==> config.mk <==
export PLATFORM = sky130hd
export DESIGN_NAME = reorder_line_arbiter
export DESIGN_NICKNAME = d
export VERILOG_FILES = /design/src/rtl/reorder_line_arbiter_pkg.sv /design/src/rtl/reorder_line_arbiter_tag_fifo.sv /design/src/rtl/reorder_line_arbiter.sv
export SDC_FILE = /design/constraint.sdc
export NUM_CORES = 1
export LEC_CHECK = 0
export BUFFER_PORTS_ARGS = -buffer_cell sky130_fd_sc_hd__buf_4
export CAP_MARGIN = 0
export CORE_ASPECT_RATIO = 0.7
export CORE_MARGIN = 10
export CORE_UTILIZATION = 44
export CTS_CLUSTER_SIZE = 10
export DETAILED_ROUTE_END_ITERATION = 7
export HOLD_SLACK_MARGIN = 0.1
export PLACE_DENSITY_LB_ADDON = 0.08
export SLEW_MARGIN = 20
export SYNTH_ARGS = -nofsm -noshare
export SYNTH_HDL_FRONTEND = slang
export SYNTH_SLANG_ARGS = --single-unit
==> constraint.sdc <==
create_clock -name clk -period 5 [get_ports clk]
set_clock_uncertainty 0.05 [all_clocks]
set_input_delay 1 -clock clk [delete_from_list [all_inputs] [get_ports clk]]
set_output_delay 1 -clock clk [all_outputs]
set_load 0.1 [all_outputs]
==> src/rtl/reorder_line_arbiter_pkg.sv <==
// Shared types and the round-robin picker for the line-reorder buffer arbiter.
package reorder_arb_pkg;

    localparam int MaxReq = 8;
    localparam int TagW   = $clog2(MaxReq);

    typedef enum logic {IDLE, FILL} arb_state_t;

    typedef struct packed {
        logic            found;
        logic [TagW-1:0] idx;
    } rr_pick_t;

    // Scan from the highest offset down so the lowest offset from ptr wins.
    function automatic rr_pick_t rr_pick(input logic [MaxReq-1:0] valid,
                                         input logic [TagW-1:0]   ptr,
                                         input int                num);
        rr_pick_t res;
        int       cand;
        res = '0;
        for (int k = MaxReq - 1; k >= 0; k--) begin
            if (k < num) begin
                cand = (int'(ptr) + k) % num;
                if (valid[cand[TagW-1:0]]) begin
                    res.found = 1'b1;
                    res.idx   = TagW'(cand);
                end
            end
        end
        return res;
    endfunction

endpackage

==> src/rtl/reorder_line_arbiter_tag_fifo.sv <==
// Requester-ID FIFO tracking which port owns each line held inside the reorder buffer.
module reorder_tag_fifo #(
    parameter int Depth = 2,
    parameter int Width = 3
) (
    input  logic             clk,
    input  logic             rst,
    input  logic             i_push,
    input  logic [Width-1:0] i_push_data,
    input  logic             i_pop,
    output logic [Width-1:0] o_head,
    output logic             o_full,
    output logic             o_empty
);

    localparam int PtrW = (Depth > 1) ? $clog2(Depth) : 1;
    localparam int CntW = $clog2(Depth + 1);

    logic [Width-1:0] r_mem [Depth];
    logic [PtrW-1:0]  r_wr;
    logic [PtrW-1:0]  r_rd;
    logic [CntW-1:0]  r_count;

    function automatic logic [PtrW-1:0] ptr_inc(input logic [PtrW-1:0] p);
        return (p == PtrW'(Depth - 1)) ? '0 : p + 1'b1;
    endfunction

    always_ff @(posedge clk) begin
        if (i_push) begin
            r_mem[r_wr] <= i_push_data;
        end
    end

    always_ff @(posedge clk) begin
        if (rst) begin
            r_wr    <= '0;
            r_rd    <= '0;
            r_count <= '0;
        end else begin
            if (i_push) begin
                r_wr <= ptr_inc(r_wr);
            end
            if (i_pop) begin
                r_rd <= ptr_inc(r_rd);
            end
            case ({i_push, i_pop})
                2'b10:   r_count <= r_count + 1'b1;
                2'b01:   r_count <= r_count - 1'b1;
                default: r_count <= r_count;
            endcase
        end
    end

    assign o_head  = r_mem[r_rd];
    assign o_full  = (r_count == CntW'(Depth));
    assign o_empty = (r_count == '0);

endmodule

==> src/rtl/reorder_line_arbiter.sv <==
// Shares one line-reorder buffer among NumReq streams: whole-line round-robin grants in,
// tag-routed lines out. Optional per-port line counters under REORDER_ARB_STATS_EN.
module reorder_line_arbiter
    import reorder_arb_pkg::*;
#(
    parameter int DataWidth = 16,
    parameter int NumReq    = 3,
    parameter int TagDepth  = 2
) (
    input  logic                        clk,
    input  logic                        rst,
    // Handshakes: a beat moves when valid and ready are both high at a rising edge;
    // valid never waits on ready, and a granted line is never revoked before its eol.
    input  logic [NumReq-1:0]           s_valid,
    output logic [NumReq-1:0]           s_ready,
    input  logic [NumReq*DataWidth-1:0] s_data,
    input  logic [NumReq-1:0]           s_sof,
    input  logic [NumReq-1:0]           s_eol,
    output logic                        b_in_valid,
    output logic                        b_in_sof,
    output logic                        b_in_eol,
    output logic [DataWidth-1:0]        b_in_data,
    input  logic                        b_in_ready,
    input  logic                        b_out_valid,
    input  logic                        b_out_sof,
    input  logic                        b_out_eol,
    input  logic [DataWidth-1:0]        b_out_data,
    output logic                        b_out_ready,
    output logic [NumReq-1:0]           m_valid,
    output logic [NumReq-1:0]           m_sof,
    output logic [NumReq-1:0]           m_eol,
    output logic [NumReq*DataWidth-1:0] m_data,
    input  logic [NumReq-1:0]           m_ready,
    output logic                        tag_err,
`ifdef REORDER_ARB_STATS_EN
    output logic [NumReq*16-1:0]        line_cnt,
`endif
    output arb_state_t                  o_dbg_state
);

    arb_state_t          r_state;
    arb_state_t          w_next_state;
    logic [TagW-1:0]     r_gnt;
    logic [TagW-1:0]     r_ptr;
    logic                r_tag_err;
    rr_pick_t            w_pick;
    logic                w_push;
    logic                w_pop;
    logic                w_full;
    logic                w_empty;
    logic [TagW-1:0]     w_head;
    logic                w_sel_valid;
    logic                w_sel_sof;
    logic                w_sel_eol;
    logic [DataWidth-1:0] w_sel_data;

    assign w_pick = rr_pick(MaxReq'(s_valid), r_ptr, NumReq);

    always_comb begin
        w_sel_valid = 1'b0;
        w_sel_sof   = 1'b0;
        w_sel_eol   = 1'b0;
        w_sel_data  = '0;
        s_ready     = '0;
        for (int i = 0; i < NumReq; i++) begin
            if (r_gnt == TagW'(i)) begin
                w_sel_valid = s_valid[i];
                w_sel_sof   = s_sof[i];
                w_sel_eol   = s_eol[i];
                w_sel_data  = s_data[i*DataWidth +: DataWidth];
                s_ready[i]  = (r_state == FILL) && b_in_ready;
            end
        end
    end

    assign b_in_valid = (r_state == FILL) && w_sel_valid;
    assign b_in_sof   = w_sel_sof;
    assign b_in_eol   = w_sel_eol;
    assign b_in_data  = w_sel_data;

    // IDLE costs one bubble per line; a full tag FIFO holds the grant back.
    always_comb begin
        w_next_state = r_state;
        w_push       = 1'b0;
        case (r_state)
            IDLE: begin
                if (w_pick.found && !w_full) begin
                    w_push       = 1'b1;
                    w_next_state = FILL;
                end
            end
            FILL: begin
                if (w_sel_valid && b_in_ready && w_sel_eol) begin
                    w_next_state = IDLE;
                end
            end
            default: w_next_state = IDLE;
        endcase
    end

    always_ff @(posedge clk) begin
        if (rst) begin
            r_state   <= IDLE;
            r_gnt     <= '0;
            r_ptr     <= '0;
            r_tag_err <= 1'b0;
        end else begin
            r_state <= w_next_state;
            if (w_push) begin
                r_gnt <= w_pick.idx;
                r_ptr <= (w_pick.idx == TagW'(NumReq - 1)) ? '0 : w_pick.idx + 1'b1;
            end
            if (w_empty && b_out_valid) begin
                r_tag_err <= 1'b1;
            end
        end
    end

    reorder_tag_fifo #(
        .Depth (TagDepth),
        .Width (TagW)
    ) u_tag_fifo (
        .clk         (clk),
        .rst         (rst),
        .i_push      (w_push),
        .i_push_data (w_pick.idx),
        .i_pop       (w_pop),
        .o_head      (w_head),
        .o_full      (w_full),
        .o_empty     (w_empty)
    );

    always_comb begin
        m_valid     = '0;
        m_sof       = '0;
        m_eol       = '0;
        b_out_ready = 1'b0;
        if (!w_empty) begin
            for (int i = 0; i < NumReq; i++) begin
                if (w_head == TagW'(i)) begin
                    m_valid[i]  = b_out_valid;
                    m_sof[i]    = b_out_sof;
                    m_eol[i]    = b_out_eol;
                    b_out_ready = m_ready[i];
                end
            end
        end
    end

    assign w_pop       = !w_empty && b_out_valid && b_out_ready && b_out_eol;
    assign m_data      = {NumReq{b_out_data}};
    assign tag_err     = r_tag_err;
    assign o_dbg_state = r_state;

`ifdef REORDER_ARB_STATS_EN
    logic [NumReq*16-1:0] r_line_cnt;

    always_ff @(posedge clk) begin
        if (rst) begin
            r_line_cnt <= '0;
        end else begin
            for (int i = 0; i < NumReq; i++) begin
                if (m_valid[i] && m_ready[i] && m_eol[i]) begin
                    r_line_cnt[i*16 +: 16] <= r_line_cnt[i*16 +: 16] + 16'd1;
                end
            end
        end
    end

    assign line_cnt = r_line_cnt;
`endif

endmodule

==> flow_summary.yaml <==
status:
  status: "finished clean"
grt:
  grt_overflow: 0
  track_usage_pct: 14.4
  grt_pass1_vias: 2352
  grt_pass1_wl_um: 11600
  grt_max_degree: 25
  antenna_found_initial: 0
synth:
  synth_compound_area_share_pct: 18.0
  ys.flop_type: "dfxtp_1"
  syn_area_per_cell_um2: 7.51
  synth-edff-count: 6
  syn-cell-area_um2: 2560
  synth_seq_cells: 19
  ys_async_sr_fraction_pct: 0
  synth_top_area_share_pct: 14.4
  synthXorXnorAreaFrac_pct: 4.00
  synthCells: 341
  synthSimpleGateAreaFrac_pct: 22.1
  synth_warnings: 0
  synthTopCellsByArea: "buf_4, dfxtp_1, mux2i_1"
  synth_top_family_by_area: "simple AND/OR/NAND/NOR gates"
  synth_cell_types: 53
  yosysTopAreaCell: "buf_4"
  yosys.area_share.adder_pct: 9.57
  muxShareOfSynthArea_pct: 10.3
  yosysSeqAreaShare_pct: 17.2
place:
  dpl.hpwl_um: 6040
  port_buffers: 99
  gp_congestion: 0.877
worst_setup_path:
  path_buf_inv: 1
  crit_family: "compound AO/OA/AOI/OAI gates"
  cp_data_required_time_ns: 5.14
  cpPeakStageDelay_ns: 0.57
  cp-start-kind: "register"
  crit_slowest_cell: "dfxtp_1"
  critPathKind: "register to register"
  path_cells: "ha_1 -> xor2_1 -> a31oi_2 -> xnor2_2 -> ha_1 -> nor4b_1 -> nand3_1 -> a2bb2oi_1 -> nand2_1 -> a211o_1 -> nand2b_1 -> o21a_1 -> inv_1 -> ha_1 -> or3_1 -> a21oi_1"
  worst_ep_arrival_time_ns: 4.40
  cp_common_cell: "ha_1"
  path_max_fanout: 10
  cp-end-kind: "register"
finish:
  fillCellCount: 570
  drive_above_1_share_pct: 31.3
  num_antenna_cells: 0
  area_growth_pct: 19.4
  fin_nets: 489
  multi_input_area_um2: 1650
  ff_latch_area_um2: 440
sta:
  finalSetupViolations: 0
  rsz0062_at_grt: "false"
  fin_crit_ns: 4.26
  max_slew_margin_pct: 46.7
  period_share_pct: 85.2
  holdWs_ns: 0.431
  tns_ns: 0
  clock.fmax_mhz: 235
  slew_viol_final: 0
  worstMarginPinSlew_ns: 0.799
  hold_violations: 0
routing:
  first_iter_violations: 163
  viasPerCell: 5.16
  vias: 2386
  drc: 0
  drtAntennaViolNets: 0
  firstDrtPassIters: 4
  wl_um: 7150
  routedWlPerCell_um: 15.5
die:
  die_area_um2: 9320
  io_pins: 164
  core-area_um2: 5700
  num_rows: 23
  die_y_um: 83.9
  initial_core_util_pct: 45.0
  chipWidth_um: 111
cts:
  root_buffer: "clkbuf_8"
  postCtsSetupBuffers: 0
  clkTransAtPathRegs_ns: 0.07
  htreeDepth: 1
  cts_hold_buf: 0
  ctsLongestPathBuffers: 2
  clock_latency_ns: 0.25
  cts_sinks: 19
  numCtsBuffers: 3
  cts_tree: "yes"
  cts_resized: 0
worst_hold_path:
  hold_path.class: "register to register"
pwr:
  powerDensity_nw_per_um2: 532
  ir_worst_vdd_mv: 0.230
  leakage_nw: 1.37
job:
  maxCapViolations: 0
## final cells by class
type / instances / area share, %
clock buffer: 3 / 1.35
inverter: 14 / 1.72
multi-input combinational: 246 / 53.8
sequential: 19 / 14.4
clock inverter: 1 / 0.164
tap: 75 / 3.07
timing repair buffer: 104 / 25.5
## synth_stat cells, types with 3 or more instances
cell	number
mux2i_1	24
nor4b_1	4
ha_1	18
nand3b_1	3
edfxtp_1	6
clkbuf_1	10
nor2_1	63
inv_1	14
and3_1	3
xor2_1	3
o21a_1	3
a21oi_1	27
a31oi_1	3
buf_1	3
nor3_1	4
o21ai_0	13
buf_4	49
nand2_1	13
nand2b_1	10
dfxtp_1	13
xnor2_1	5
nand3_1	7
## flip-flops by register name, indices dropped and copies added (netlist names), named ones only
register,flops
u_tag_fifo.r_wr,1
u_tag_fifo.r_mem,6
tag_err,1
r_gnt,3
u_tag_fifo.r_rd,1
u_tag_fifo.r_count,2
o_dbg_state,1
r_ptr,3
## placed cells by master (no fill, tap or decap), types with 3 or more instances in the layout
cell type / instances
buf_4: 104
nor2_1: 63
a21oi_1: 27
mux2i_1: 24
ha_1: 18
inv_1: 14
nand2_1: 13
o21ai_0: 13
dfxtp_1: 13
nand2b_1: 10
nand3_1: 7
edfxtp_1: 6
xnor2_1: 5
nor4b_1: 4
nor3_1: 4
xor2_1: 3
nand3b_1: 3
and3_1: 3
a31oi_1: 3
o21a_1: 3
clkbuf_8: 3
## kinds of logic after synthesis
kind of cell,after synthesis
AO/OA/AOI/OAI,69
XOR/XNOR,10
adder cells (fa/ha/maj),19
buffers and inverters,77
flip-flops,19
multiplexers,26
other,1
AND/OR/NAND/NOR,120
## stage by stage
| step | power (mW) | std cells | cell area (um2) | worst slack, ns | util [%] |
|---|---|---|---|---|---|
| floorplan | 1.44 | 342 | 2570 | -0.386 | - |
| detailed placement | 1.53 | 458 | 3010 | 0.819 | 52.9 |
| CTS | 1.64 | 462 | 3060 | 0.789 | 53.7 |
| global placement | 1.52 | 458 | 3010 | 0.938 | 52.9 |
| global route | 1.73 | 462 | 3060 | 0.510 | 53.7 |
| finish | 1.63 | 462 | 3060 | 0.739 | 53.7 |
## layer usage
metal  track usage (%)  vias to the layer above  part of all wire (%)
met5                 0                        -                     0
met4              3.03                        0                  0.85
met3              7.04                       10                    12
met2              20.7                      114                    42
met1              19.0                     1044                    45
li1                  -                     1218                     -
## worst paths after layout
path	start	endpoint	slack, ns	cells after the start
setup reg to reg	r_ptr[0]	u_tag_fifo.r_count[1]	0.74	16
setup / recovery	r_ptr[0]	u_tag_fifo.r_count[1]	0.74	16
hold / removal	tag_err	tag_err	0.43	2
hold reg to reg	tag_err	tag_err	0.43	2
## worst register-to-register path, cell delays in order, from the launching register on
cell and delay [ns]:
dfxtp_1 0.57, ha_1 0.29, xor2_1 0.31, a31oi_2 0.17, xnor2_2 0.30, ha_1 0.28, nor4b_1 0.08, nand3_1 0.08
a2bb2oi_1 0.36, nand2_1 0.19, a211o_1 0.31, nand2b_1 0.16, o21a_1 0.21, inv_1 0.08, ha_1 0.26, or3_1 0.37
a21oi_1 0.14
## power by group
part           internal (mW)  switching [mW]
sequential             0.221          0.0524
combinational          0.377           0.870
clock                 0.0554          0.0500
Note: power is estimated with default switching activity, not from simulation.
